`src/rtl/pp_skid_if.sv`:
```
// Operand-pair in / partial-product-array out handshake bundle for pp_skid_generator.
interface pp_skid_if #(
  parameter int unsigned W = 8
);
  logic           in_valid;
  logic           in_ready;
  logic [W-1:0]   a;
  logic [W-1:0]   b;
  logic           pp_valid;
  logic           pp_ready;
  logic [W*W-1:0] pp;
  logic           pp_last_zero;

  // Upstream producer / downstream consumer side.
  modport master (
    output in_valid, a, b, pp_ready,
    input  in_ready, pp_valid, pp, pp_last_zero
  );

  // Generator side.
  modport slave (
    input  in_valid, a, b, pp_ready,
    output in_ready, pp_valid, pp, pp_last_zero
  );
endinterface

```
`src/rtl/pp_skid_generator.sv`:
```
// Two-entry skid buffer feeding a partial-product array generator for a W x W unsigned multiply.
// in_ready depends only on registered state, so pp_ready never reaches upstream combinationally.
module pp_skid_generator #(
  parameter int unsigned W = 8
) (
  input  logic      clk,
  input  logic      rst,
  pp_skid_if.slave  bus
);
  localparam int unsigned PPW = W * W;

  logic           out_valid;
  logic           skid_valid;
  logic [W-1:0]   a_o;
  logic [W-1:0]   b_o;
  logic [W-1:0]   a_s;
  logic [W-1:0]   b_s;
  logic           accept;
  logic           out_free;
  logic [PPW-1:0] pp_c;

  assign accept   = bus.in_valid & ~skid_valid;
  assign out_free = ~out_valid | bus.pp_ready;

  // Output entry refills from skid first, then from upstream; a stalled output diverts to skid.
  always_ff @(posedge clk) begin
    if (rst) begin
      out_valid  <= 1'b0;
      skid_valid <= 1'b0;
      a_o        <= '0;
      b_o        <= '0;
      a_s        <= '0;
      b_s        <= '0;
    end else if (out_free) begin
      if (skid_valid) begin
        a_o        <= a_s;
        b_o        <= b_s;
        out_valid  <= 1'b1;
        skid_valid <= 1'b0;
      end else if (accept) begin
        a_o       <= bus.a;
        b_o       <= bus.b;
        out_valid <= 1'b1;
      end else begin
        out_valid <= 1'b0;
      end
    end else if (accept) begin
      a_s        <= bus.a;
      b_s        <= bus.b;
      skid_valid <= 1'b1;
    end
  end

  // Row i is a_o gated by b_o[i]; weighting by 2^i is left to the reduction tree.
  always_comb begin
    pp_c = '0;
    for (int unsigned i = 0; i < W; i++) begin
      pp_c[i*W +: W] = a_o & {W{b_o[i]}};
    end
  end

  assign bus.pp           = pp_c;
  assign bus.pp_valid     = out_valid;
  assign bus.in_ready     = ~skid_valid;
  assign bus.pp_last_zero = ~(|a_o) | ~(|b_o);
endmodule

```
`src/flat_wrapper.sv`:
```
// flat-port wrapper written by rule: the top's interface ports become plain ports
module pp_skid_generator_flat 
#(
  parameter int unsigned W = 8
)
  (clk, rst, bus_in_valid, bus_a, bus_b, bus_pp_ready, bus_in_ready, bus_pp_valid, bus_pp, bus_pp_last_zero);
  pp_skid_if #(.W(W)) bus_i ();
  input  logic clk;
  input  logic rst;
  input wire logic [$bits(bus_i.in_valid)-1:0] bus_in_valid;
  input wire logic [$bits(bus_i.a)-1:0] bus_a;
  input wire logic [$bits(bus_i.b)-1:0] bus_b;
  input wire logic [$bits(bus_i.pp_ready)-1:0] bus_pp_ready;
  output wire logic [$bits(bus_i.in_ready)-1:0] bus_in_ready;
  output wire logic [$bits(bus_i.pp_valid)-1:0] bus_pp_valid;
  output wire logic [$bits(bus_i.pp)-1:0] bus_pp;
  output wire logic [$bits(bus_i.pp_last_zero)-1:0] bus_pp_last_zero;
  assign bus_i.in_valid = bus_in_valid;
  assign bus_i.a = bus_a;
  assign bus_i.b = bus_b;
  assign bus_i.pp_ready = bus_pp_ready;
  assign bus_in_ready = bus_i.in_ready;
  assign bus_pp_valid = bus_i.pp_valid;
  assign bus_pp = bus_i.pp;
  assign bus_pp_last_zero = bus_i.pp_last_zero;
  pp_skid_generator #(.W(W)) u_core (.clk(clk), .rst(rst), .bus(bus_i));
endmodule
```
`config.mk`:
```
export PLATFORM = sky130hd
export DESIGN_NAME = pp_skid_generator_flat
export DESIGN_NICKNAME = d
export VERILOG_FILES = /design/src/rtl/pp_skid_if.sv /design/src/rtl/pp_skid_generator.sv /design/src/flat_wrapper.sv
export SDC_FILE = /design/constraint.sdc
export NUM_CORES = 1
export LEC_CHECK = 0
export BUFFER_PORTS_ARGS = -buffer_cell sky130_fd_sc_hd__buf_2
export CORE_MARGIN = 3
export CORE_UTILIZATION = 31
export CTS_BUF_LIST = sky130_fd_sc_hd__clkbuf_4 sky130_fd_sc_hd__clkbuf_8 sky130_fd_sc_hd__clkbuf_16
export CTS_CLUSTER_SIZE = 30
export DETAILED_ROUTE_END_ITERATION = 12
export SETUP_SLACK_MARGIN = 0.1
export SLEW_MARGIN = 20
export SYNTH_ARGS = -nofsm -noshare
export SYNTH_HDL_FRONTEND = slang
export SYNTH_SLANG_ARGS = --single-unit
```
`constraint.sdc`:
```
create_clock -name clk -period 1.4 [get_ports clk]
set_input_delay 0.28 -clock clk [delete_from_list [all_inputs] [get_ports clk]]
set_output_delay 0.28 -clock clk [all_outputs]
set_load 0.02 [all_outputs]
```
==> metrics.md, run 1 <==
| Metric | Value |
|---|---|
| Synth warnings | 0 |
| Setup TNS | -0.3018 ns |
| Worst skew pair latency | 0.30 ns |
| Pwr per Cell Area | 885.8 nW/um2 |
| Critical Path Source Type | flip-flop |
| Initial core utilization | 33.22% |
| Nets@finish | 373 |
| Via density | 5.101 |
| Vias in the first global route | 1957 |
| Simple-gate share of the synthesized area | 32.19% |
| VDD IR max | 0.0006661 V |
| Most frequent cells in the layout | buf_6 (78), and2_4 (52), nand2_1 (35), a21oi_1 (33), buf_4 (31) |
| Netlist cell types | 23 |
| Reg clk slew, reported paths | 0.08 ns |
| Initial antenna violation count | 0 |
| CTS tree | built |
| 1st-iter DRT viols | 140 |
| Register bit total from synthesis | 34 |
| Most common cell after layout, fill and taps aside | buf_6 |
| CP bufs+invs | 1 |
| Layout cell share with drive strength beyond 1 | 64.69% |
| RSZ-0062 raised after global routing | yes |
| Routed len/inst | 17.32 um |
| Final ANT Viol Nets | 0 |
| CP delay by family, top | simple AND/OR/NAND/NOR gates |
| Num rows | 27 |
| Post-Route WL | 7377 um |
| Maximum clock frequency | 662.9 MHz |
| Post-synthesis mux area share | 8.443% |
| Cell mode on critical path | nand2_1 |
| Core ar. | 5709 um2 |
| Die area | 7093 um2 |
| Ports | 87 |
| Critical path class | flip-flop to primary output |
| First-pass iteration count of the detailed router | 4 |
| Fin worst setup slack | -0.1084 ns |
| CP max stage cell | dfxtp_2 |
| Area Growth Syn to Fin | 86.61% |
| Post-synthesis xor/xnor area fraction | 0% |
| Hold Vio Cnt, Final | 0 |
| Compound-Gate Fraction of Synth Area | 17.68% |
| Cells after Synth | 226 |
| Crit-path max cell delay | 0.36 ns |
| First-pass GRT wire length | 10280 um |
| Period utilisation layout | 107.7% |
| Post-synthesis adder-cell area fraction | 0% |
| Vias | 2173 |
| Layout fillers | 437 |
| Grt ovf | 0 |
| Run status | finished, violations left |
| Clock buffer count from CTS | 5 |
| Net Count, Synth | 246 |
| Residual DRC | 0 |
| Failing checks | negative setup slack |
| Hold Slack | 0.2300 ns |
| Power Total | 3.136 mW |
| Avg Cell Area, Syn | 8.393 um2 |
| Final setup vio count | 9 |
| Fin crit period | 1.508 ns |
| # diodes | 0 |
| Root Driver | clkbuf_8 |
| Crit path arrival time | 1.23 ns |
| Die H | 84.22 um |
| Worst hold path type | primary input to flip-flop |
| Largest family of logic cells by synthesized area | simple AND/OR/NAND/NOR gates |
| CTS Sinks | 34 |
| Final Max Slew Viols | 0 |
| Sequential area share after synthesis | 35.88% |
| Static Leak | 1.547 nW |
| CP Data Required Time | 1.12 ns |
| Port Buffers | 86 |
| Tot GR Track Use | 18.05% |
| Pin count of the biggest net entering global routing | 27 |
| Worst-path cell chain | nor4_4, nand2_1, nand2_1, buf_6 |
| Die X | 84.22 um |
| Clock skew | 0.01147 ns |
| Maxcap violations | 0 |
| DP HPWL | 4059 um |
| Clock tree buffer depth | 2 |
| Routability Congestion | 0.7734 |
| Critical Path Fanout Max | 3 |
| Critical path endpoint category | primary output |
| Relative slew slack | 77.63% |
| Syn Std Cell Area | 1897 um2 |
| Max H-tree Level | 2 |
| Worst-margin pin slew | 0.3262 ns |
-- where the power goes --
part           internal [mW]  total, mW  leakage (nW)  switching, mW
Combinational          0.475      0.899          1.19          0.424
Clock                  0.760       1.14        0.0714          0.376
Sequential              1.02       1.10         0.288         0.0791
-- worst register-to-register path, stage by stage (launching register included) --
cell and delay, ns:
dfxtp_4 0.37, or2_1 0.25, and2_4 0.24, a211oi_1 0.27
-- synth_stat cells --
| library cell | count | share of area, % |
|---|---|---|
| nor2_1 | 1 | 0.20 |
| a211oi_1 | 6 | 2.4 |
| nand4bb_1 | 1 | 0.59 |
| buf_2 | 2 | 0.53 |
| or2_1 | 1 | 0.33 |
| buf_4 | 1 | 0.40 |
| inv_1 | 1 | 0.20 |
| nand2_1 | 35 | 6.9 |
| a211oi_2 | 10 | 6.6 |
| clkbuf_1 | 6 | 1.2 |
| nand2b_1 | 1 | 0.33 |
| dfxtp_1 | 34 | 36 |
| mux2i_1 | 16 | 8.4 |
| buf_12 | 1 | 1.1 |
| and4bb_2 | 1 | 0.66 |
| buf_1 | 2 | 0.40 |
| a21oi_1 | 33 | 8.7 |
| and2_4 | 1 | 0.46 |
| clkbuf_2 | 1 | 0.26 |
| nor4_1 | 4 | 1.3 |
| nor3_1 | 1 | 0.26 |
| buf_6 | 3 | 1.8 |
| and2_1 | 64 | 21 |
-- area by class of cell --
class	instances	area, um2	share of cell area [%]
Clock buffer	6	82.58	2.333
Clock inverter	2	60.06	1.697
Inverter	1	3.754	0.1060
Multi-Input combinational cell	175	1289	36.41
Sequential cell	34	733.2	20.71
Tap cell	72	90.09	2.545
Timing Repair Buffer	136	1281	36.20
-- sequential cells by signal (all words and copies together), names as in the netlist --
name,cells
u_core.a_s,8
u_core.b_s,8
u_core.a_o,8
u_core.bus.pp_valid,1
u_core.b_o,8
u_core.skid_valid,1
-- cells by family after synthesis --
group	after synthesis
AOI/OAI and AO/OA	49
and+or+nand+nor	110
buffers and inverters	17
muxes	16
DFF	34
-- final timing paths --
kind / startpoint / endpoint / slack, ns / depth (start not counted)
setup / recovery: u_core.a_o[0] / bus_pp_last_zero / -0.11 / 4
hold / removal: bus_b[7] / u_core.b_s[7] / 0.23 / 3
setup reg to reg: u_core.skid_valid / u_core.a_o[3] / 0.18 / 3
hold reg to reg: u_core.b_s[3] / u_core.b_s[3] / 0.45 / 2
-- stage by stage --
step	area, um2	setup slack, ns	util [%]	cells
final	3540	-0.1084	62.00	426
after global routing	3540	-0.1976	62.00	426
after CTS	3208	-0.06875	56.19	406
after detailed placement	2452	0.04368	42.95	385
after global placement	2452	0.02598	42.95	385
after floorplan	1898	0.1148	-	226
-- routing by layer --
layer	wire length [um]	track usage (%)
met2	3682	31.06
met5	0	0
met3	471	3.533
met1	3038	22.36
met4	185	6.287
-- repair_timing --
| action | in CTS | in global routing |
|---|---|---|
| setup buffers | 9 | 19 |
| hold buffers | 0 | 0 |
| setup endpoints to repair | 66 | 67 |
| gates cloned | 4 | 3 |
| pin swaps | 14 | 11 |
| resized for setup | 182 | 64 |
| endpoints found under the hold margin | 0 | 0 |
(Power assumes the default switching activity.)
==> inputs of run 2 (changes only) <==
==> constraint.sdc (replaced) <==
create_clock -name clk -period 1.4 [get_ports clk]
set_input_delay 0.07 -clock clk [delete_from_list [all_inputs] [get_ports clk]]
set_output_delay 0.07 -clock clk [all_outputs]
set_load 0.02 [all_outputs]
==> run 2 against run 1 <==
Net effect: the run now ends clean; utilization down 17 points; sequential power barely moved; clock-buffer cell count rose by 1; power shrank 25%; first-iteration DRC count decreased by 12%; final cell count is 8.0% lower; critical path type unchanged; largest cell class unchanged.
==> metrics.md, run 2 (same netlist as run 1, synthesis figures left out) <==
| Metric | Value |
|---|---|
| Hold Buf Count CTS | 0 |
| Root Driver | clkbuf_8 |
| Routed len/inst | 14.00 um |
| Critical path class | flip-flop to primary output |
| Layout cell share with drive strength beyond 1 | 43.44% |
| Critical Path Source Type | flip-flop |
| Critical path endpoint category | primary output |
| Final ANT Viol Nets | 0 |
| Fin crit period | 1.266 ns |
| Ports | 87 |
| Critical Path Fanout Max | 10 |
| 1st-iter DRT viols | 123 |
| Most common cell after layout, fill and taps aside | buf_2 |
| Maxcap violations | 0 |
| Pre-CTS WS | 0.2185 ns |
| Clock buffer count from CTS | 5 |
| Nets@finish | 340 |
| Post-Place Cells | 379 |
| Most frequent cells in the layout | buf_2 (85), and2_1 (64), nand2_1 (35), a21oi_1 (33), dfxtp_1 (21) |
| Initial antenna violation count | 0 |
| RSZ-0062 raised after global routing | yes |
| Pwr per Cell Area | 908.0 nW/um2 |
| Die X | 84.22 um |
| Port Buffers | 86 |
| Worst skew pair latency | 0.28 ns |
| Die area | 7093 um2 |
| Routability Congestion | 0.7414 |
| Vias in the first global route | 1659 |
| Maximum clock frequency | 789.8 MHz |
| Clock skew | 0.0009708 ns |
| CTS tree | built |
| Clock tree buffer depth | 2 |
| Grt ovf | 0 |
| Initial core utilization | 33.22% |
| Worst-margin pin slew | 0.4123 ns |
| Final Max Slew Viols | 0 |
| DP HPWL | 3945 um |
| Area Growth Syn to Fin | 36.35% |
| Num rows | 27 |
| Relative slew slack | 72.51% |
| Static Leak | 1.194 nW |
| First-pass iteration count of the detailed router | 4 |
| Residual DRC | 0 |
| First-pass GRT wire length | 8707 um |
| Pin count of the biggest net entering global routing | 20 |
| Run status | finished clean |
| Hold Slack | 0.03200 ns |
| Post-Layout Cell Count | 392 |
| Max H-tree Level | 2 |
| Crit path arrival time | 1.20 ns |
| Final setup vio count | 0 |
| Reg clk slew, reported paths | 0.06 ns |
| Die H | 84.22 um |
| CTS Sinks | 34 |
| Hold Vio Cnt, Final | 0 |
| Setup TNS | 0 ns |
| Via density | 4.760 |
| # diodes | 0 |
| VDD IR max | 0.0004704 V |
| CP Data Required Time | 1.33 ns |
| Worst hold path type | primary input to flip-flop |
| Period utilisation layout | 90.44% |
| Core ar. | 5709 um2 |
| Fin worst setup slack | 0.1339 ns |
| Post-Route WL | 5488 um |
| Tot GR Track Use | 15.15% |
| Power Total | 2.348 mW |
| Vias | 1866 |
run 2: worst max-delay path, cell delays in order (launching register included):
cell and delay [ns]:
dfxtp_2 0.38, nor4_2 0.25, nand2_1 0.07, nand2_1 0.08
buf_4 0.14
run 2: path summary, 6_finish.rpt:
path                      from                to  slack [ns]  cells after the start
max              u_core.a_o[0]  bus_pp_last_zero        0.13                      4
min                   bus_b[5]     u_core.b_s[5]        0.03                      3
max reg2reg  u_core.skid_valid     u_core.b_o[6]        0.23                      3
min reg2reg      u_core.b_s[0]     u_core.b_s[0]        0.45                      2
run 2: cell type report:
class,instances,area [um2]
multi-input cells,175,1144
clock buffers,7,83.83
fillers,567,3123
well taps,72,90.09
flip-flops and latches,34,706.9
inverters,1,3.754
repair buffers,103,558.0
run 2: what timing repair did:
item	4_1_cts	5_1_grt
endpoints found under the setup margin	1	6
setup buffers	0	6
gates resized for setup	14	9
pin swaps	1	0
run 2: stage by stage:
step / utilization, % / instance area [um2]
6_report: 45.30 / 2586
5_1_grt: 45.30 / 2586
4_1_cts: 43.96 / 2510
3_5_place_dp: 41.95 / 2395
3_3_place_gp: 41.95 / 2395
2_1_floorplan: - / 1898
run 2: power by group:
group	leakage [nW]	switching (mW)	internal [mW]
logic	0.865	0.294	0.224
registers	0.284	0.0933	1.03
clock network	0.0452	0.331	0.381
run 2: per-layer routing:
| metal | track usage, % | part of all wire (%) |
|---|---|---|
| met1 | 21.09 | 45 |
| met2 | 23.03 | 45 |
| met3 | 4.514 | 9.1 |
| met4 | 3.509 | 0.62 |
| met5 | 0 | 0 |
